==> src/rtl/uart_pkg.sv <==
// Shared definitions for the two-requester UART transmit scheduler:
// FSM state encoding and bit-period arithmetic.
package uart_pkg;

  typedef enum logic [1:0] {
    IDLE  = 2'd0,
    START = 2'd1,
    DATA  = 2'd2,
    STOP  = 2'd3
  } uart_state_e;

  function automatic int bit_ticks(input int clk_hz, input int baud);
    return clk_hz / baud;
  endfunction

  function automatic bit bit_ticks_ok(input int ticks);
    return ticks >= 1;
  endfunction

  // Counter width that stays legal when the count range collapses to one value.
  function automatic int cnt_width(input int n);
    return (n > 1) ? $clog2(n) : 1;
  endfunction

endpackage

==> src/rtl/uart_tx_scheduler_if.sv <==
// Requester/line bundle between the two requesters and the scheduler.
interface uart_tx_scheduler_if #(
  parameter int NrOfDataBits = 8
);
  logic                    request0;
  logic [NrOfDataBits-1:0] data0;
  logic                    grant0;
  logic                    request1;
  logic [NrOfDataBits-1:0] data1;
  logic                    grant1;
  logic                    busy;
  logic                    tx;

  modport master (
    output request0, data0, request1, data1,
    input  grant0, grant1, busy, tx
  );

  modport slave (
    input  request0, data0, request1, data1,
    output grant0, grant1, busy, tx
  );
endinterface

==> src/rtl/uart_baud_counter.sv <==
// Bit-period timer: bitTick pulses on the last cycle of every BitTicks-cycle period.
module uart_baud_counter
  import uart_pkg::*;
#(
  parameter int BitTicks = 4
) (
  input  logic clock,
  input  logic reset,
  input  logic clear,
  output logic bitTick
);

  localparam int              W    = cnt_width(BitTicks);
  localparam logic [W-1:0]    LAST = W'(BitTicks - 1);

  logic [W-1:0] cnt_q, cnt_d;

  // Tick is decoded from the count alone so clear may depend on it without a loop.
  assign bitTick = (cnt_q == LAST);

  always_comb begin
    cnt_d = cnt_q + 1'b1;
    if (clear || bitTick) cnt_d = '0;
  end

  always_ff @(posedge clock or posedge reset) begin
    if (reset) cnt_q <= '0;
    else       cnt_q <= cnt_d;
  end

endmodule

==> src/rtl/uart_tx_scheduler.sv <==
// Round-robin scheduler feeding two requesters onto one UART transmit line;
// frames may run back to back with no idle bit between them.
module uart_tx_scheduler
  import uart_pkg::*;
#(
  parameter int ClockFrequency = 1000000,
  parameter int BaudRate       = 9600,
  parameter int NrOfDataBits   = 8,
  parameter int NrOfStopBits   = 1
) (
  input  logic                clock,
  input  logic                reset,
  uart_tx_scheduler_if.slave  bus
);

  localparam int BitTicks = bit_ticks(ClockFrequency, BaudRate);
  localparam int BW       = cnt_width(NrOfDataBits);
  localparam logic [BW-1:0] LAST_BIT  = BW'(NrOfDataBits - 1);
  localparam logic          LAST_STOP = (NrOfStopBits == 2);

  generate
    if (!bit_ticks_ok(BitTicks)) begin : g_bad_baud
      $error("uart_tx_scheduler: ClockFrequency/BaudRate must be at least 1");
    end
    if (NrOfStopBits < 1 || NrOfStopBits > 2) begin : g_bad_stop
      $error("uart_tx_scheduler: NrOfStopBits must be 1 or 2");
    end
  endgenerate

  uart_state_e             state_q, state_d;
  logic [NrOfDataBits-1:0] shift_q, shift_d;
  logic [BW-1:0]           bit_q, bit_d;
  logic                    stop_q, stop_d;
  logic                    last_q, last_d;
  logic                    grant0_q, grant0_d;
  logic                    grant1_q, grant1_d;
  logic                    busy_q, busy_d;
  logic                    tx_q, tx_d;

  logic tick, clr, final_stop, arb, start, win;

  uart_baud_counter #(.BitTicks(BitTicks)) u_baud (
    .clock   (clock),
    .reset   (reset),
    .clear   (clr),
    .bitTick (tick)
  );

  assign final_stop = (state_q == STOP) && tick && (stop_q == LAST_STOP);
  assign arb        = (state_q == IDLE) || final_stop;
  assign start      = arb && (bus.request0 || bus.request1);
  // win=1 selects requester 1; on a tie the one not served last goes.
  assign win        = (bus.request0 && bus.request1) ? ~last_q : bus.request1;
  assign clr        = start || (state_q == IDLE);

  always_comb begin
    state_d  = state_q;
    shift_d  = shift_q;
    bit_d    = bit_q;
    stop_d   = stop_q;
    last_d   = last_q;
    grant0_d = 1'b0;
    grant1_d = 1'b0;
    busy_d   = busy_q;
    tx_d     = tx_q;
    if (start) begin
      state_d  = START;
      shift_d  = win ? bus.data1 : bus.data0;
      last_d   = win;
      grant0_d = ~win;
      grant1_d = win;
      busy_d   = 1'b1;
      tx_d     = 1'b0;
      bit_d    = '0;
      stop_d   = 1'b0;
    end else begin
      case (state_q)
        START: if (tick) begin
          state_d = DATA;
          tx_d    = shift_q[0];
          shift_d = shift_q >> 1;
          bit_d   = '0;
        end
        DATA: if (tick) begin
          if (bit_q == LAST_BIT) begin
            state_d = STOP;
            tx_d    = 1'b1;
            stop_d  = 1'b0;
          end else begin
            bit_d   = bit_q + 1'b1;
            tx_d    = shift_q[0];
            shift_d = shift_q >> 1;
          end
        end
        STOP: if (tick) begin
          if (final_stop) begin
            state_d = IDLE;
            busy_d  = 1'b0;
            tx_d    = 1'b1;
          end else begin
            stop_d  = 1'b1;
          end
        end
        default: ;
      endcase
    end
  end

  always_ff @(posedge clock or posedge reset) begin
    if (reset) begin
      state_q  <= IDLE;
      shift_q  <= '0;
      bit_q    <= '0;
      stop_q   <= 1'b0;
      last_q   <= 1'b1;
      grant0_q <= 1'b0;
      grant1_q <= 1'b0;
      busy_q   <= 1'b0;
      tx_q     <= 1'b1;
    end else begin
      state_q  <= state_d;
      shift_q  <= shift_d;
      bit_q    <= bit_d;
      stop_q   <= stop_d;
      last_q   <= last_d;
      grant0_q <= grant0_d;
      grant1_q <= grant1_d;
      busy_q   <= busy_d;
      tx_q     <= tx_d;
    end
  end

  assign bus.grant0 = grant0_q;
  assign bus.grant1 = grant1_q;
  assign bus.busy   = busy_q;
  assign bus.tx     = tx_q;

endmodule

==> src/flat_wrapper.sv <==
// flat-port wrapper written by rule: the top's interface ports become plain ports
module uart_tx_scheduler_flat import uart_pkg::*;
#(
  parameter int ClockFrequency = 1000000,
  parameter int BaudRate       = 9600,
  parameter int NrOfDataBits   = 8,
  parameter int NrOfStopBits   = 1
)
  (clock, reset, bus_request0, bus_data0, bus_request1, bus_data1, bus_grant0, bus_grant1, bus_busy, bus_tx);
  uart_tx_scheduler_if #(.NrOfDataBits(NrOfDataBits)) bus_i ();
  input  logic clock;
  input  logic reset;
  input wire logic [$bits(bus_i.request0)-1:0] bus_request0;
  input wire logic [$bits(bus_i.data0)-1:0] bus_data0;
  input wire logic [$bits(bus_i.request1)-1:0] bus_request1;
  input wire logic [$bits(bus_i.data1)-1:0] bus_data1;
  output wire logic [$bits(bus_i.grant0)-1:0] bus_grant0;
  output wire logic [$bits(bus_i.grant1)-1:0] bus_grant1;
  output wire logic [$bits(bus_i.busy)-1:0] bus_busy;
  output wire logic [$bits(bus_i.tx)-1:0] bus_tx;
  assign bus_i.request0 = bus_request0;
  assign bus_i.data0 = bus_data0;
  assign bus_i.request1 = bus_request1;
  assign bus_i.data1 = bus_data1;
  assign bus_grant0 = bus_i.grant0;
  assign bus_grant1 = bus_i.grant1;
  assign bus_busy = bus_i.busy;
  assign bus_tx = bus_i.tx;
  uart_tx_scheduler #(.ClockFrequency(ClockFrequency), .BaudRate(BaudRate), .NrOfDataBits(NrOfDataBits), .NrOfStopBits(NrOfStopBits)) u_core (.clock(clock), .reset(reset), .bus(bus_i));
endmodule
==> config.mk <==
export PLATFORM = sky130hd
export DESIGN_NAME = uart_tx_scheduler_flat
export DESIGN_NICKNAME = d
export VERILOG_FILES = /design/src/rtl/uart_pkg.sv /design/src/rtl/uart_tx_scheduler_if.sv /design/src/rtl/uart_baud_counter.sv /design/src/rtl/uart_tx_scheduler.sv /design/src/flat_wrapper.sv
export SDC_FILE = /design/constraint.sdc
export NUM_CORES = 1
export LEC_CHECK = 0
export BUFFER_PORTS_ARGS = -buffer_cell sky130_fd_sc_hd__buf_2
export CELL_PAD_IN_SITES_DETAIL_PLACEMENT = 0
export CELL_PAD_IN_SITES_GLOBAL_PLACEMENT = 1
export CORE_MARGIN = 2
export CORE_UTILIZATION = 45
export CTS_BUF_LIST = sky130_fd_sc_hd__clkbuf_2 sky130_fd_sc_hd__clkbuf_4 sky130_fd_sc_hd__clkbuf_8
export CTS_CLUSTER_SIZE = 24
export DETAILED_ROUTE_END_ITERATION = 8
export HOLD_SLACK_MARGIN = 0.03
export PLACE_DENSITY_LB_ADDON = 0.1
export REMOVE_ABC_BUFFERS = 1
export SLEW_MARGIN = 20
export SYNTH_ARGS = -nofsm -noshare
export SYNTH_HDL_FRONTEND = slang
export SYNTH_SLANG_ARGS = --single-unit
==> constraint.sdc <==
create_clock -name clock -period 2.6 [get_ports clock]
set_input_delay 0.65 -clock clock [delete_from_list [all_inputs] [get_ports clock]]
set_output_delay 0.65 -clock clock [all_outputs]
set_load 0.005 [all_outputs]
==> results.md, run 1 <==
- Status: completed
- Reg-to-Reg End: u_core.shift_q[7]$_DFFE_PP0P_
- Total grt overflow: 0
- R2r startpoint: u_core.state_q[1]$_DFFE_PP0P_
- First-pass GRT wire length: roughly 6200 microns
- Worst Hold Class: input pin to async pin
- Synth unique cells: between 40 and 50
- Initial antenna violation count: 0
- Number of nets in the layout: 208
- Worst-margin pin slew: between 0.6 and 0.7 ns
- EDFF count, synth: 0
- R2r setup slk: around 0.44 ns
- Pin count of the biggest net entering global routing: 27
- Residual DRC count: 0
- # Post-CTS Setup Buffers: 0
- H-tree level count: 1
- Crit path DAT: 2.38 ns
- Post-CTS Resized: 0
- Worst path required time: 2.82 ns
- Clock Skew: around 0.0066 ns
- Wire per inst: 15.5 microns
- Gate Count Post-Synth: between 150 and 200
- Final WL: 3490 microns
- Leak pwr: 0.713 nW
- Max IR drop VDD: 151 uV
- CTS buffer count: 3
- # rows: 21
- Router iterations before antenna repair: 4
- Final Util: between 50% and 60%
- Number of clock sinks: 26
- Vias in the first global route: around 1.3k
- Clock latency on the worst-skew pair: about 0.32 ns
- Antenna cells: 0
- Crit-path max FO: 14
- Gr usage total: between 10% and 20%
- Synth Area per Inst: between 9 and 10 sq um
- Placer congestion estimate: approximately 0.8
- Pwr Density: a little under 400 mW/mm^2
- Share of cells above drive strength 1: 21.2%
- Bufs on Longest Clock Path: 2
- Starting density of the core: between 40 and 50%
- Fraction of registers with async set/reset: 100%
- Final period util: 83.1%
- Kind of critical path: register to register
- CP max-delay cell: a32o_1
- Layout area overhead: 11.1%
- Crit path cell chain: inv_1 -> ha_1 -> nor2b_1 -> a32o_1 -> a22oi_1 -> a221o_1
- Port Buffers: 23
- Critical Path End Type: register
- Height of the die: approximately 63 microns
- Fin Setup TNS: 0 ns
- Drt first-iter violations: ~70
- Cts hold-fix bufs: 0
- Final hold violations: 0
- WP buf/inv: 1
- Post-synthesis sequential area ratio: 41.3%
- CP top delay family: compound AO/OA/AOI/OAI gates
- Worst path max stage delay: about 0.50 ns
- Rel. slew slack: a little over half
- Unrepaired setup endpoints after global routing: no
- Synth Register Bits: 26
- R2R depth: 6
- # fillers: roughly 320
- Vias per cell: a little under 6
- Core area: ~0.0034 sq mm
- I/O Pins: 24
- ANT nets after route: 0
- Fmax: about 460 MHz
- Clk slew on worst S/H paths: around 0.15 ns
- Setup-violating endpoint count in the final report: 0
- Count of synthesis-stage warnings from yosys: 0
- Max-cap violations: 0
- Final min period: roughly 2.2 ns
- CTS tree: done
- Placed wire-length estimate: ~2600 microns
- CP startpoint kind: register
- Vias: roughly 1.3k
- Die area: about 0.0040 sq mm
- Die Span X: roughly 63 microns
- Root buf cell: clkbuf_4
- Mapped Area: ~0.0016 sq mm
- Final Slew Violations: 0
- Main synth FF type: dfrtp_1
[cell type report]
class | count | area, sq um | area share (%)
repair buffers | 26 | 138 | 7.83
clock buffers | 4 | 36.3 | 2.06
inverters | 4 | 15.0 | 0.854
well taps | 46 | 57.6 | 3.27
multi-input cells | 119 | 858 | 48.8
flip-flops and latches | 26 | 653 | 37.2
[synthesized netlist by cell type, drive strengths merged (3+ instances only)]
library cell / instances / area, sq um
a21oi: 10 / 50.1
a31oi: 4 / 40.0
a32oi: 7 / 61.3
and2: 4 / 27.5
buf: 5 / 37.5
clkbuf: 5 / 18.8
dfrtp: 24 / 601
ha: 8 / 100
inv: 4 / 15.0
nand2: 7 / 26.3
nand2b: 4 / 25.0
nand3: 10 / 50.1
nor2: 13 / 48.8
nor2b: 3 / 18.8
nor3: 5 / 25.0
nor3b: 3 / 33.8
o211ai: 7 / 52.6
o21ai: 3 / 15.0
o311a: 8 / 80.1
[stage by stage]
| stage | cells | hold WS, ns | power, mW | setup slack [ns] | area [sq um] |
|---|---|---|---|---|---|
| floorplan | 149 | 0.430 | 0.460 | 0.698 | 1530 |
| finish | 225 | 0.347 | 0.691 | 0.439 | 1760 |
| CTS | 225 | 0.348 | 0.702 | 0.464 | 1760 |
| global placement | 221 | 0.449 | 0.488 | 0.529 | 1720 |
| global route | 225 | 0.361 | 0.728 | 0.312 | 1760 |
| detailed placement | 221 | 0.456 | 0.490 | 0.468 | 1720 |
[routing by layer]
layer  global-route usage [%]  vias to the layer above  routed length (microns)
met3                     2.32                        2                      117
met4                     4.89                        0                       19
met5                        0                        -                        0
met1                     27.3                      631                     1730
met2                     31.6                       25                     1620
li1                         -                      639                        -
[cell usage in the layout, fill, tap and decap left out, types with 2 or more instances in the layout]
cell,netlist,final
a21oi_1,10,10
a31oi_1,3,3
a32oi_1,7,7
and2_1,3,3
buf_2,3,23
buf_4,0,3
clkbuf_4,0,3
dfrtp_1,24,24
dfstp_2,2,2
ha_1,8,8
inv_1,4,4
mux2i_1,2,2
nand2_1,7,7
nand2b_1,4,4
nand3_1,10,10
nand4b_1,2,2
nor2_1,13,13
nor2b_1,3,3
nor3_1,5,5
nor3b_1,2,2
nor4b_1,2,2
o211ai_1,7,7
o21ai_0,3,3
o311a_1,8,8
xnor2_1,2,2
xor2_1,2,2
[logic make-up after synthesis]
group	count (synthesis)	share of synthesized area, %
simple gates	57	20.3
compound gates	46	22.7
flops	26	41.3
buf+inv	14	4.51
fa+ha+maj	8	6.32
xor+xnor	4	2.21
mux	4	2.69
[worst reg2reg max path, cell delays in order, from the launching register on]
cell and delay, ns:
dfrtp_1 0.44, inv_1 0.09, ha_1 0.33, nor2b_1 0.14
a32o_1 0.50, a22oi_1 0.18, a221o_1 0.37
[report_power, final]
group / leakage (nW) / total (mW) / switching [mW] / internal, mW
logic: 0.389 / 0.0609 / 0.0329 / 0.0280
registers: 0.303 / 0.421 / 0.00659 / 0.414
clock network: 0.0210 / 0.210 / 0.124 / 0.0856
[worst max-delay path by stage]
stage	from	to	slack [ns]	cells after the start
floorplan	u_core.state_q[0]$_DFFE_PP0P_	u_core.shift_q[0]$_DFFE_PP0P_	0.70	6
CTS	u_core.state_q[1]$_DFFE_PP0P_	u_core.shift_q[7]$_DFFE_PP0P_	0.46	6
detailed placement	u_core.state_q[1]$_DFFE_PP0P_	u_core.shift_q[7]$_DFFE_PP0P_	0.47	6
finish	u_core.state_q[1]$_DFFE_PP0P_	u_core.shift_q[7]$_DFFE_PP0P_	0.44	6
global placement	u_core.state_q[0]$_DFFE_PP0P_	u_core.shift_q[7]$_DFFE_PP0P_	0.53	6
global route	u_core.state_q[1]$_DFFE_PP0P_	u_core.shift_q[7]$_DFFE_PP0P_	0.31	6
[flip-flops by register name, indices dropped and copies added, names as in the netlist]
register and count:
u_core.shift_q 8, u_core.u_baud.cnt_q 7, u_core.last_q 1, u_core.bus.busy 1, u_core.state_q 2, u_core.bit_q 3, u_core.bus.tx 1, u_core.stop_q 1
u_core.bus.grant1 1, u_core.bus.grant0 1
Note: power is estimated with default switching activity, not from simulation.
==> inputs of run 2 (changes only) <==
ABC_AREA = 1   (was not set)
CORE_UTILIZATION = 43   (was 45)
clock period = 2.1 ns   (was 2.6 ns; I/O delays follow)
==> results.md, run 2 <==
- Post-CTS Resized: 0
- Final min period: between 1.5 and 2 ns
- Cell taking the most area after synthesis: dfrtp_1
- Final Slew Violations: 0
- Unrepaired setup endpoints after global routing: no
- Most frequent cells in the layout: 92 x nand2_1, 23 x buf_2, 23 x dfrtp_1
- H-tree level count: 1
- Bufs on Longest Clock Path: 2
- Starting density of the core: a little under half
- Post-synthesis sequential area ratio: 41.5%
- Gate Count Post-Synth: 206
- Worst-margin pin slew: 0.342 ns
- Fraction of registers with async set/reset: 100%
- Die area: approximately 0.0042 sq mm
- Clk slew on worst S/H paths: ~0.14 ns
- Port Buffers: 23
- Max IR drop VDD: about 230 uV
- Share of the synthesized area in the top cell type: 38.1%
- Worst Hold Class: input pin to async pin
- CTS tree: done
- Worst path required time: 2.33 ns
- Number of nets in the layout: about 260
- Register name with the most flops: u_core.shift_q
- Clock Skew: ~0.0018 ns
- Initial antenna violation count: 0
- Crit path DAT: 2.09 ns
- Max-cap violations: 0
- Number of clock sinks: 26
- CP startpoint kind: register
- Fmax: approximately 540 MHz
- Fin Setup TNS: 0 ns
- Largest registers: u_core.shift_q: 8 flops, u_core.u_baud.cnt_q: 7 flops, u_core.bit_q: 3 flops
- Status: completed
- Placer congestion estimate: roughly 0.83
- Rel. slew slack: 77.2%
- Height of the die: around 65 microns
- Router iterations before antenna repair: 4
- Synth Register Bits: 26
- # Post-CTS Setup Buffers: 0
- Final Total Pwr: slightly below 900 uW
- Post-route cell area: between 0.0015 and 0.002 sq mm
- Max reg flops: 8
- Final hold violations: 0
- Crit-path max FO: 16
- Gr usage total: between 10% and 20%
- Vias: roughly 1.3k
- Leak pwr: ~1.0 nW
- Clock latency on the worst-skew pair: ~0.32 ns
- R2r setup slk: approximately 0.24 ns
- Placed wire-length estimate: between 2000 and 2500 microns
- Core area: 0.00342 sq mm
- R2R depth: 12
- Critical Path End Type: register
- DP Area: about 0.0017 sq mm
- ANT nets after route: 0
- Antenna cells: 0
- Main synth FF type: dfrtp_1
- Count of synthesis-stage warnings from yosys: 0
- Synth Area per Inst: between 7 and 8 sq um
- Mapped Area: ~0.0016 sq mm
- Cts hold-fix bufs: 0
- Top post-synthesis cells by area: dfrtp_1 38%, nand2_1 22%, ha_1 6.4%
- Wire per inst: 10.9 microns
- DP Worst Slack: approximately 0.20 ns
- Final Util: 52.4%
- Synth unique cells: 30
- First-pass GRT wire length: roughly 5600 microns
- Top cells by count, synth: 92 x nand2_1, 24 x dfrtp_1, 17 x inv_1, 17 x nor2_1, 8 x ha_1
- Final WL: about 3000 microns
- Final period util: between 80% and 90%
- Share of cells above drive strength 1: 22.4%
- Count leader, synth: nand2_1
- Residual DRC count: 0
- Drt first-iter violations: 63
- I/O Pins: 24
- Total grt overflow: 0
- Pin count of the biggest net entering global routing: 27
- Most common cell after layout, fill and taps aside: nand2_1
- Layout area overhead: 13.7%
- Vias per cell: approximately 4.7
- CTS buffer count: 3
- Pwr Density: around 500 mW/mm^2
- Final setup margin: approximately 0.24 ns
- EDFF count, synth: 0
- Root buf cell: clkbuf_4
- Setup-violating endpoint count in the final report: 0
- Kind of critical path: register to register
- # rows: 21
- Die Span X: 64.5 microns
- Vias in the first global route: approximately 1.4k
-- run 2: metal layers --
| layer | up-vias | wire [microns] | global-route usage [%] |
|---|---|---|---|
| met3 | 4 | 99 | 2.78 |
| met2 | 21 | 1450 | 29.4 |
| met1 | 593 | 1460 | 21.0 |
| met5 | - | 0 | 0 |
| met4 | 0 | 24 | 5.05 |
| li1 | 689 | - | - |
-- run 2: final cells by class --
| type | count | area, sq um |
|---|---|---|
| clock buffers | 3 | 22.5 |
| clock inverters | 1 | 30.0 |
| fillers | 354 | 1630 |
| inverters | 20 | 77.6 |
| multi-input cells | 157 | 818 |
| flip-flops and latches | 26 | 654 |
| well taps | 46 | 57.6 |
| repair buffers | 25 | 130 |
-- run 2: final timing paths --
check                                            startpoint                               end
max                           u_core.state_q[1]$_DFFE_PP0P_         u_core.stop_q$_DFFE_PP0P_
max reg2reg                   u_core.state_q[1]$_DFFE_PP0P_         u_core.stop_q$_DFFE_PP0P_
min in group clock                             bus_data0[7]     u_core.shift_q[7]$_DFFE_PP0P_
min                                                   reset     u_core.shift_q[7]$_DFFE_PP0P_
max in group asynchronous                             reset         u_core.bus.tx$_DFFE_PP1P_
min reg2reg                u_core.u_baud.cnt_q[0]$_DFF_PP0_  u_core.u_baud.cnt_q[0]$_DFF_PP0_
-- run 2: critical path, stage by stage, from the launching register on --
cell	delay [ns]
dfrtp_1	0.45
ha_2	0.25
inv_2	0.06
nor2_1	0.16
nand3_2	0.12
nand2_2	0.09
nand2_4	0.15
inv_4	0.17
nor2_1	0.05
nor2_1	0.11
nand2_1	0.07
nand2_1	0.05
nand2_1	0.04
-- run 2: through the flow --
| stage | instances | hold WS [ns] |
|---|---|---|
| after CTS | 278 | 0.234 |
| after global routing | 278 | 0.256 |
| after detailed placement | 274 | 0.451 |
| after global placement | 274 | 0.445 |
| final | 278 | 0.229 |
| after floorplan | 203 | 0.433 |
-- run 2: power by group --
part / internal, mW / switching, mW / total [mW]
clock: 0.193 / 0.151 / 0.344
sequential: 0.501 / 0 / 0.501
combinational: 0.0212 / 0.0290 / 0.0502
-- run 2: logic make-up (layout without fill, tap and decap cells) --
group,after synthesis,in the layout,share of synthesized area (%)
AND/OR/NAND/NOR,134,134,37.6
flip-flops,26,26,41.5
buffers and inverters,23,49,6.75
AO/OA/AOI/OAI,13,13,6.75
adder cells (fa/ha/maj),8,8,6.35
XOR/XNOR,2,2,1.11
